[config.mk]
export PLATFORM = sky130hd
export DESIGN_NAME = ps2_kbd_tx_flat
export DESIGN_NICKNAME = d
export VERILOG_FILES = /design/src/rtl/ps2_kbd_tx_pkg.sv /design/src/rtl/ps2_kbd_tx_if.sv /design/src/rtl/ps2_kbd_tx_fifo.sv /design/src/rtl/ps2_kbd_tx.sv /design/src/flat_wrapper.sv
export SDC_FILE = /design/constraint.sdc
export NUM_CORES = 1
export LEC_CHECK = 0
export CELL_PAD_IN_SITES_DETAIL_PLACEMENT = 1
export CELL_PAD_IN_SITES_GLOBAL_PLACEMENT = 2
export CORE_UTILIZATION = 43
export DETAILED_ROUTE_END_ITERATION = 16
export PLACE_DENSITY_LB_ADDON = 0.1
export SKIP_CTS_REPAIR_TIMING = 1
export SLEW_MARGIN = 0
export SYNTH_ARGS = -nofsm -noshare
export SYNTH_HDL_FRONTEND = slang
export SYNTH_SLANG_ARGS = --single-unit
[constraint.sdc]
create_clock -name clock -period 3.1 [get_ports clock]
set_clock_uncertainty 0.2 [all_clocks]
set_input_delay 0.62 -clock clock [delete_from_list [all_inputs] [get_ports clock]]
set_output_delay 0.62 -clock clock [all_outputs]
set_load 0.1 [all_outputs]
[src/rtl/ps2_kbd_tx_pkg.sv]
// Shared types and constants for the PS/2 keyboard transmitter slice.
// Frame layout, serialiser states and the odd-parity helper live here.
package ps2_pkg;

  localparam int PS2_FRAME_BITS = 11;
  localparam int PS2_LAST_BIT   = 10;

  typedef enum logic [1:0] {
    IDLE,
    HIGH,
    LOW,
    GAP
  } ps2_state_e;

  function automatic logic odd_parity(input logic [7:0] data);
    return ~^data;
  endfunction

endpackage

[src/rtl/ps2_kbd_tx_if.sv]
// Scancode valid/ready port of ps2_kbd_tx.
// PS2_KBD_PARITY_INJ_EN adds a per-byte parity-error injection flag.
interface ps2_kbd_tx_if;

  logic       in_valid;
  logic [7:0] in_data;
  logic       in_ready;
`ifdef PS2_KBD_PARITY_INJ_EN
  logic       in_perr;
`endif

`ifdef PS2_KBD_PARITY_INJ_EN
  modport master (output in_valid, output in_data, output in_perr, input in_ready);
  modport slave  (input in_valid, input in_data, input in_perr, output in_ready);
`else
  modport master (output in_valid, output in_data, input in_ready);
  modport slave  (input in_valid, input in_data, output in_ready);
`endif

endinterface

[src/rtl/ps2_kbd_tx_fifo.sv]
// Small synchronous FIFO buffering scancodes ahead of the serialiser.
// DEPTH must be a power of two so the pointers wrap by plain overflow.
module ps2_tx_fifo #(
  parameter int WIDTH = 8,
  parameter int DEPTH = 8
) (
  input  logic                     clock,
  input  logic                     reset,
  input  logic                     push,
  input  logic [WIDTH-1:0]         push_data,
  input  logic                     pop,
  output logic [WIDTH-1:0]         pop_data,
  output logic [$clog2(DEPTH):0]   count
);

  localparam int AW = $clog2(DEPTH);

  logic [WIDTH-1:0] mem_q [DEPTH];
  logic [WIDTH-1:0] mem_d [DEPTH];
  logic [AW-1:0]    wr_ptr_q, wr_ptr_d;
  logic [AW-1:0]    rd_ptr_q, rd_ptr_d;
  logic [AW:0]      count_q, count_d;

  always_comb begin
    mem_d    = mem_q;
    wr_ptr_d = wr_ptr_q;
    rd_ptr_d = rd_ptr_q;
    count_d  = count_q;
    if (push) begin
      mem_d[wr_ptr_q] = push_data;
      wr_ptr_d        = wr_ptr_q + 1'b1;
    end
    if (pop) begin
      rd_ptr_d = rd_ptr_q + 1'b1;
    end
    case ({push, pop})
      2'b10:   count_d = count_q + 1'b1;
      2'b01:   count_d = count_q - 1'b1;
      default: count_d = count_q;
    endcase
  end

  always_ff @(posedge clock) begin
    if (reset) begin
      wr_ptr_q <= '0;
      rd_ptr_q <= '0;
      count_q  <= '0;
    end else begin
      wr_ptr_q <= wr_ptr_d;
      rd_ptr_q <= rd_ptr_d;
      count_q  <= count_d;
    end
  end

  // Storage needs no reset: the pointers and count define what is valid.
  always_ff @(posedge clock) begin
    mem_q <= mem_d;
  end

  assign pop_data = mem_q[rd_ptr_q];
  assign count    = count_q;

endmodule

[src/rtl/ps2_kbd_tx.sv]
// PS/2 device-to-host keyboard transmitter: FIFO plus 11-bit frame serialiser.
// Optional macro PS2_KBD_PARITY_INJ_EN: per-byte flag inverting the sent parity bit.
module ps2_kbd_tx
  import ps2_pkg::*;
#(
  parameter int HALF_DIV   = 8,
  parameter int GAP_CYCLES = 16,
  parameter int FIFO_DEPTH = 8
) (
  input  logic                          clock,
  input  logic                          reset,
  ps2_kbd_tx_if.slave                   in_if,
  output logic                          ps2_clk,
  output logic                          ps2_data,
  output logic                          busy,
  output logic [$clog2(FIFO_DEPTH):0]   fifo_count
);

  localparam int CW      = $clog2(FIFO_DEPTH) + 1;
  localparam int CNT_MAX = (HALF_DIV > GAP_CYCLES) ? HALF_DIV : GAP_CYCLES;
  localparam int DW      = $clog2(CNT_MAX + 1);
`ifdef PS2_KBD_PARITY_INJ_EN
  localparam int FW = 9;
`else
  localparam int FW = 8;
`endif

  ps2_state_e                state_q, state_d;
  logic [DW-1:0]             div_q, div_d;
  logic [3:0]                bit_idx_q, bit_idx_d;
  logic [PS2_FRAME_BITS-1:0] frame_q, frame_d;
  logic                      ps2_clk_q, ps2_clk_d;
  logic                      ps2_data_q, ps2_data_d;
  logic                      busy_q, busy_d;

  logic          in_ready;
  logic          push;
  logic          pop;
  logic [FW-1:0] push_data;
  logic [FW-1:0] head;
  logic          parity;

  // Ready comes from the registered count only, and is held low during reset.
  assign in_ready       = ~reset & (fifo_count != CW'(FIFO_DEPTH));
  assign in_if.in_ready = in_ready;
  assign push           = in_if.in_valid & in_ready;

`ifdef PS2_KBD_PARITY_INJ_EN
  assign push_data = {in_if.in_perr, in_if.in_data};
  assign parity    = odd_parity(head[7:0]) ^ head[8];
`else
  assign push_data = in_if.in_data;
  assign parity    = odd_parity(head);
`endif

  ps2_tx_fifo #(
    .WIDTH (FW),
    .DEPTH (FIFO_DEPTH)
  ) u_fifo (
    .clock     (clock),
    .reset     (reset),
    .push      (push),
    .push_data (push_data),
    .pop       (pop),
    .pop_data  (head),
    .count     (fifo_count)
  );

  always_comb begin
    state_d   = state_q;
    div_d     = div_q;
    bit_idx_d = bit_idx_q;
    frame_d   = frame_q;
    pop       = 1'b0;
    case (state_q)
      IDLE: begin
        if (fifo_count != '0) begin
          pop       = 1'b1;
          frame_d   = {1'b1, parity, head[7:0], 1'b0};
          bit_idx_d = '0;
          div_d     = '0;
          state_d   = HIGH;
        end
      end
      HIGH: begin
        if (div_q == DW'(HALF_DIV - 1)) begin
          div_d   = '0;
          state_d = LOW;
        end else begin
          div_d = div_q + 1'b1;
        end
      end
      LOW: begin
        if (div_q == DW'(HALF_DIV - 1)) begin
          div_d = '0;
          if (bit_idx_q == 4'(PS2_LAST_BIT)) begin
            state_d = GAP;
          end else begin
            bit_idx_d = bit_idx_q + 1'b1;
            state_d   = HIGH;
          end
        end else begin
          div_d = div_q + 1'b1;
        end
      end
      GAP: begin
        if (div_q == DW'(GAP_CYCLES - 1)) begin
          div_d   = '0;
          state_d = IDLE;
        end else begin
          div_d = div_q + 1'b1;
        end
      end
      default: state_d = IDLE;
    endcase
  end

  // Line drivers are registered from the current state so the pins are glitch-free.
  always_comb begin
    ps2_clk_d  = (state_q != LOW);
    ps2_data_d = 1'b1;
    busy_d     = (state_q != IDLE);
    if (state_q == HIGH || state_q == LOW) begin
      ps2_data_d = frame_q[bit_idx_q];
    end
  end

  always_ff @(posedge clock) begin
    if (reset) begin
      state_q    <= IDLE;
      div_q      <= '0;
      bit_idx_q  <= '0;
      frame_q    <= '1;
      ps2_clk_q  <= 1'b1;
      ps2_data_q <= 1'b1;
      busy_q     <= 1'b0;
    end else begin
      state_q    <= state_d;
      div_q      <= div_d;
      bit_idx_q  <= bit_idx_d;
      frame_q    <= frame_d;
      ps2_clk_q  <= ps2_clk_d;
      ps2_data_q <= ps2_data_d;
      busy_q     <= busy_d;
    end
  end

  assign ps2_clk  = ps2_clk_q;
  assign ps2_data = ps2_data_q;
  assign busy     = busy_q;

endmodule

[src/flat_wrapper.sv]
// flat-port wrapper written by rule: the top's interface ports become plain ports
module ps2_kbd_tx_flat import ps2_pkg::*;
#(
  parameter int HALF_DIV   = 8,
  parameter int GAP_CYCLES = 16,
  parameter int FIFO_DEPTH = 8
)
  (clock, reset, ps2_clk, ps2_data, busy, fifo_count, in_if_in_valid, in_if_in_data, in_if_in_ready);
  ps2_kbd_tx_if in_if_i ();
  input  logic clock;
  input  logic reset;
  output logic ps2_clk;
  output logic ps2_data;
  output logic busy;
  output logic [$clog2(FIFO_DEPTH):0] fifo_count;
  input wire logic [$bits(in_if_i.in_valid)-1:0] in_if_in_valid;
  input wire logic [$bits(in_if_i.in_data)-1:0] in_if_in_data;
  output wire logic [$bits(in_if_i.in_ready)-1:0] in_if_in_ready;
  assign in_if_i.in_valid = in_if_in_valid;
  assign in_if_i.in_data = in_if_in_data;
  assign in_if_in_ready = in_if_i.in_ready;
  ps2_kbd_tx #(.HALF_DIV(HALF_DIV), .GAP_CYCLES(GAP_CYCLES), .FIFO_DEPTH(FIFO_DEPTH)) u_core (.clock(clock), .reset(reset), .in_if(in_if_i), .ps2_clk(ps2_clk), .ps2_data(ps2_data), .busy(busy), .fifo_count(fifo_count));
endmodule
==> metrics <==
status=completed; register area share after synthesis=0.613; count of cell types in the netlist=43; max_cap viols=0; multi-input logic area=1560 um^2; commonest non-fill, non-tap cell in the layout=edfxtp_1; synthesized cell area=~4200 um^2; gr busiest metal=met2; setup_tns=0 ns; M2 GR Usage=0.283; grt total ovfl=0; hold endpoint=u_core.frame_q[0]; final core occ=0.515; Peak VDD IR=0.000532 V; routed len/inst=17.4 um; first-pass GRT wire length=between 10 and 15 mm; CTS root buffer=clkbuf_8; largest family of logic cells by synthesized area=multiplexers; register area=between 2000 and 3000 um^2; Rel. slew slack=0.614; Top-Level Pins=19; delay-heaviest family, CP=buffers and inverters; Initial Util=0.451; Cells after Synth=roughly 300; worst hold path type=flip-flop to flip-flop; r2r setup slk=0.70 ns; height of the die=a little over 100 um; Final Max Tran Viols=0; GRT met1 Usage=0.231; number of flops mapped to enable cells by yosys=64; core footprint=~9400 um^2; Std-Cell Rows=35; CP max FO=6; Synth Area in Adders=0.0442; Fmax=0.393 GHz; Yosys reg bits=98; largest net degree at the start of global routing=22; CTS buffer count=9; Slowest cell on crit path=clkdlybuf4s50_1; crit-path cells=clkdlybuf4s50_1 -> a21oi_4 -> and2_4 -> inv_2 -> ha_4 -> xor2_1 -> ha_1 -> a21oi_2 -> xor2_1 -> or3_1 -> a21oi_1; Hold Path Depth=2; fraction of layout cells with a size suffix above 1=0.211; clock tree buffer depth=2; DRC violations left=0; Synthesis Warnings=0; CP endpoint kind=flip-flop; Critical Path RT=3.19 ns; Final Critical Period=between 2 and 3 ns; final period utilization=0.822; critical path class=primary input to flip-flop; Critical R2R Launch=u_core.u_fifo.count[0]; static leakage=around 1.6 nW; HPWL after DPL=between 5 and 6 mm; area of the die=roughly 10000 um^2; commonest non-fill, non-tap cells in the layout=64 x edfxtp_1, 30 x dfxtp_1, 26 x nor2_1, 23 x nand2_1, 19 x buf_4; Syn Nets=roughly 330; mux contribution to synthesized area=0.134; Vias=approximately 2400; port buffer count=18; ys flop type=edfxtp_1; Pre-antenna DRT Iters=4; routability congestion estimate from global placement=between 0.6 and 0.7; die width=just over 100 um; TritonCTS clock tree=done; antenna violations before repair=0; # fillers=around 960; RR Endpoint=u_core.u_fifo.count[2]; slowest stage delay, CP=between 0.4 and 0.5 ns; WP data arrival=roughly 2.6 ns; Non-Filler Instances=approximately 470; vias in the first global route=about 2500; NumNets Final=between 300 and 400; remaining antenna violation count=0; Sink Count=roughly 100; Compound-Gate Fraction of Synth Area=0.0501; Mapped Avg Cell Area=about 14 um^2; actual slew at the worst max-slew pin=approximately 0.58 ns; met3 GRT Util=0.0311; power per cell area=850 nW/um^2; xor and xnor fraction of the mapped netlist area=0.0348; CP Launch Type=primary input; fraction of the mapped netlist area in simple logic gates=0.0970; Finish-stage setup viols=0; PnR Total Power=around 0.0041 W; CP bufs+invs=2; initial DRC count=roughly 120; final hold violation count=0; clock-pin slew on the worst setup and hold paths=approximately 0.1 ns; GRT Total Usage=0.172; Async S/R FF share, synth=0; cell count after placement=449; via-per-instance ratio=5.21; unrepaired setup endpoints after global routing=false; Layout area overhead=14.2%; # diodes=0; H-tree depth=3; later-pin clock latency in the skew report=0.36 ns; wirelength, routed=approximately 8 mm; Reg2Reg Depth=10; min-delay src=u_core.frame_q[0]; most frequent CP cell=xor2_1
[state kept, by name, indices dropped and copies added, names as in the netlist]
register,flops
u_core.bit_idx_q,4
u_core.busy,1
u_core.frame_q,10
u_core.ps2_clk,1
u_core.u_fifo.wr_ptr_q,3
u_core.ps2_data,1
u_core.state_q,2
u_core.div_q,5
u_core.u_fifo.rd_ptr_q,3
u_core.u_fifo.count,4
u_core.u_fifo.mem_q,64
[worst register-to-register path: stages (launching register included)]
cell and delay (ns):
dfxtp_4 0.39, nor4_1 0.33, nand2b_1 0.19, inv_2 0.09
ha_4 0.19, xor2_1 0.14, ha_1 0.19, a21oi_2 0.11
xor2_1 0.08, or3_1 0.30, a21oi_1 0.14
[cells in the mapped netlist (3+ instances only)]
cell,n,area share
xor2_1,8,0.017
inv_1,8,0.0071
edfxtp_1,64,0.45
ha_1,15,0.044
dfxtp_1,34,0.16
clkbuf_1,8,0.0071
nand2_1,23,0.020
nand2b_1,8,0.012
a21oi_1,14,0.017
mux4_2,18,0.096
xnor2_1,7,0.014
nor4bb_1,3,0.0071
o21ai_0,4,0.0047
nand3_1,4,0.0047
mux2i_4,3,0.016
mux2i_1,8,0.019
nor2_1,26,0.023
o211ai_1,8,0.014
nor3_1,9,0.011
o21ai_1,3,0.0035
[where the power goes]
part | switching, W | internal [W] | total [W]
sequential | 0.000107 | 0.00153 | 0.00164
combinational | 0.000984 | 0.000711 | 0.00169
clock | 0.000481 | 0.000307 | 0.000788
[cell type report]
cell class                 count  area share
sequential                    98       0.539
multi-input combinational    181       0.322
timing repair buffer          31      0.0583
tap                          129      0.0333
clock buffer                   9      0.0256
clock inverter                 7      0.0134
inverter                      10     0.00774
[metrics by stage]
| step | area [um^2] | setup slack (ns) | hold slack, ns |
|---|---|---|---|
| floorplan | 4300 | 0.00514 | 0.219 |
| global placement | 4660 | 0.228 | 0.228 |
| detailed placement | 4660 | 0.155 | 0.235 |
| CTS | 4850 | 0.553 | 0.266 |
| global route | 4850 | 0.381 | 0.299 |
| finish | 4850 | 0.553 | 0.265 |
[worst max-delay path by stage]
stage	from	endpoint	slack (ns)	cells after the start
2_1_floorplan	u_core.u_fifo.count[1]	u_core.u_fifo.count[2]	0.005	12
3_3_place_gp	reset	u_core.u_fifo.count[2]	0.23	11
3_5_place_dp	reset	u_core.u_fifo.count[2]	0.15	11
4_1_cts	reset	u_core.u_fifo.count[2]	0.55	11
5_1_grt	u_core.div_q[0]	u_core.bit_idx_q[3]	0.38	7
6_report	reset	u_core.u_fifo.count[2]	0.55	11
[cells by family after synthesis]
logic type               count (synthesis)
flip-flops                              98
XOR/XNOR                                16
AND/OR/NAND/NOR                         85
AO/OA/AOI/OAI                           35
buffers and inverters                   24
multiplexers                            30
adder cells (fa/ha/maj)                 15
[routing by layer]
metal  share of wire  routed length, um
met1            0.47               3790
met2            0.49               3960
met3           0.031                247
met4           0.011                 85
met5               0                  0
Note: power is estimated with default switching activity, not from simulation.
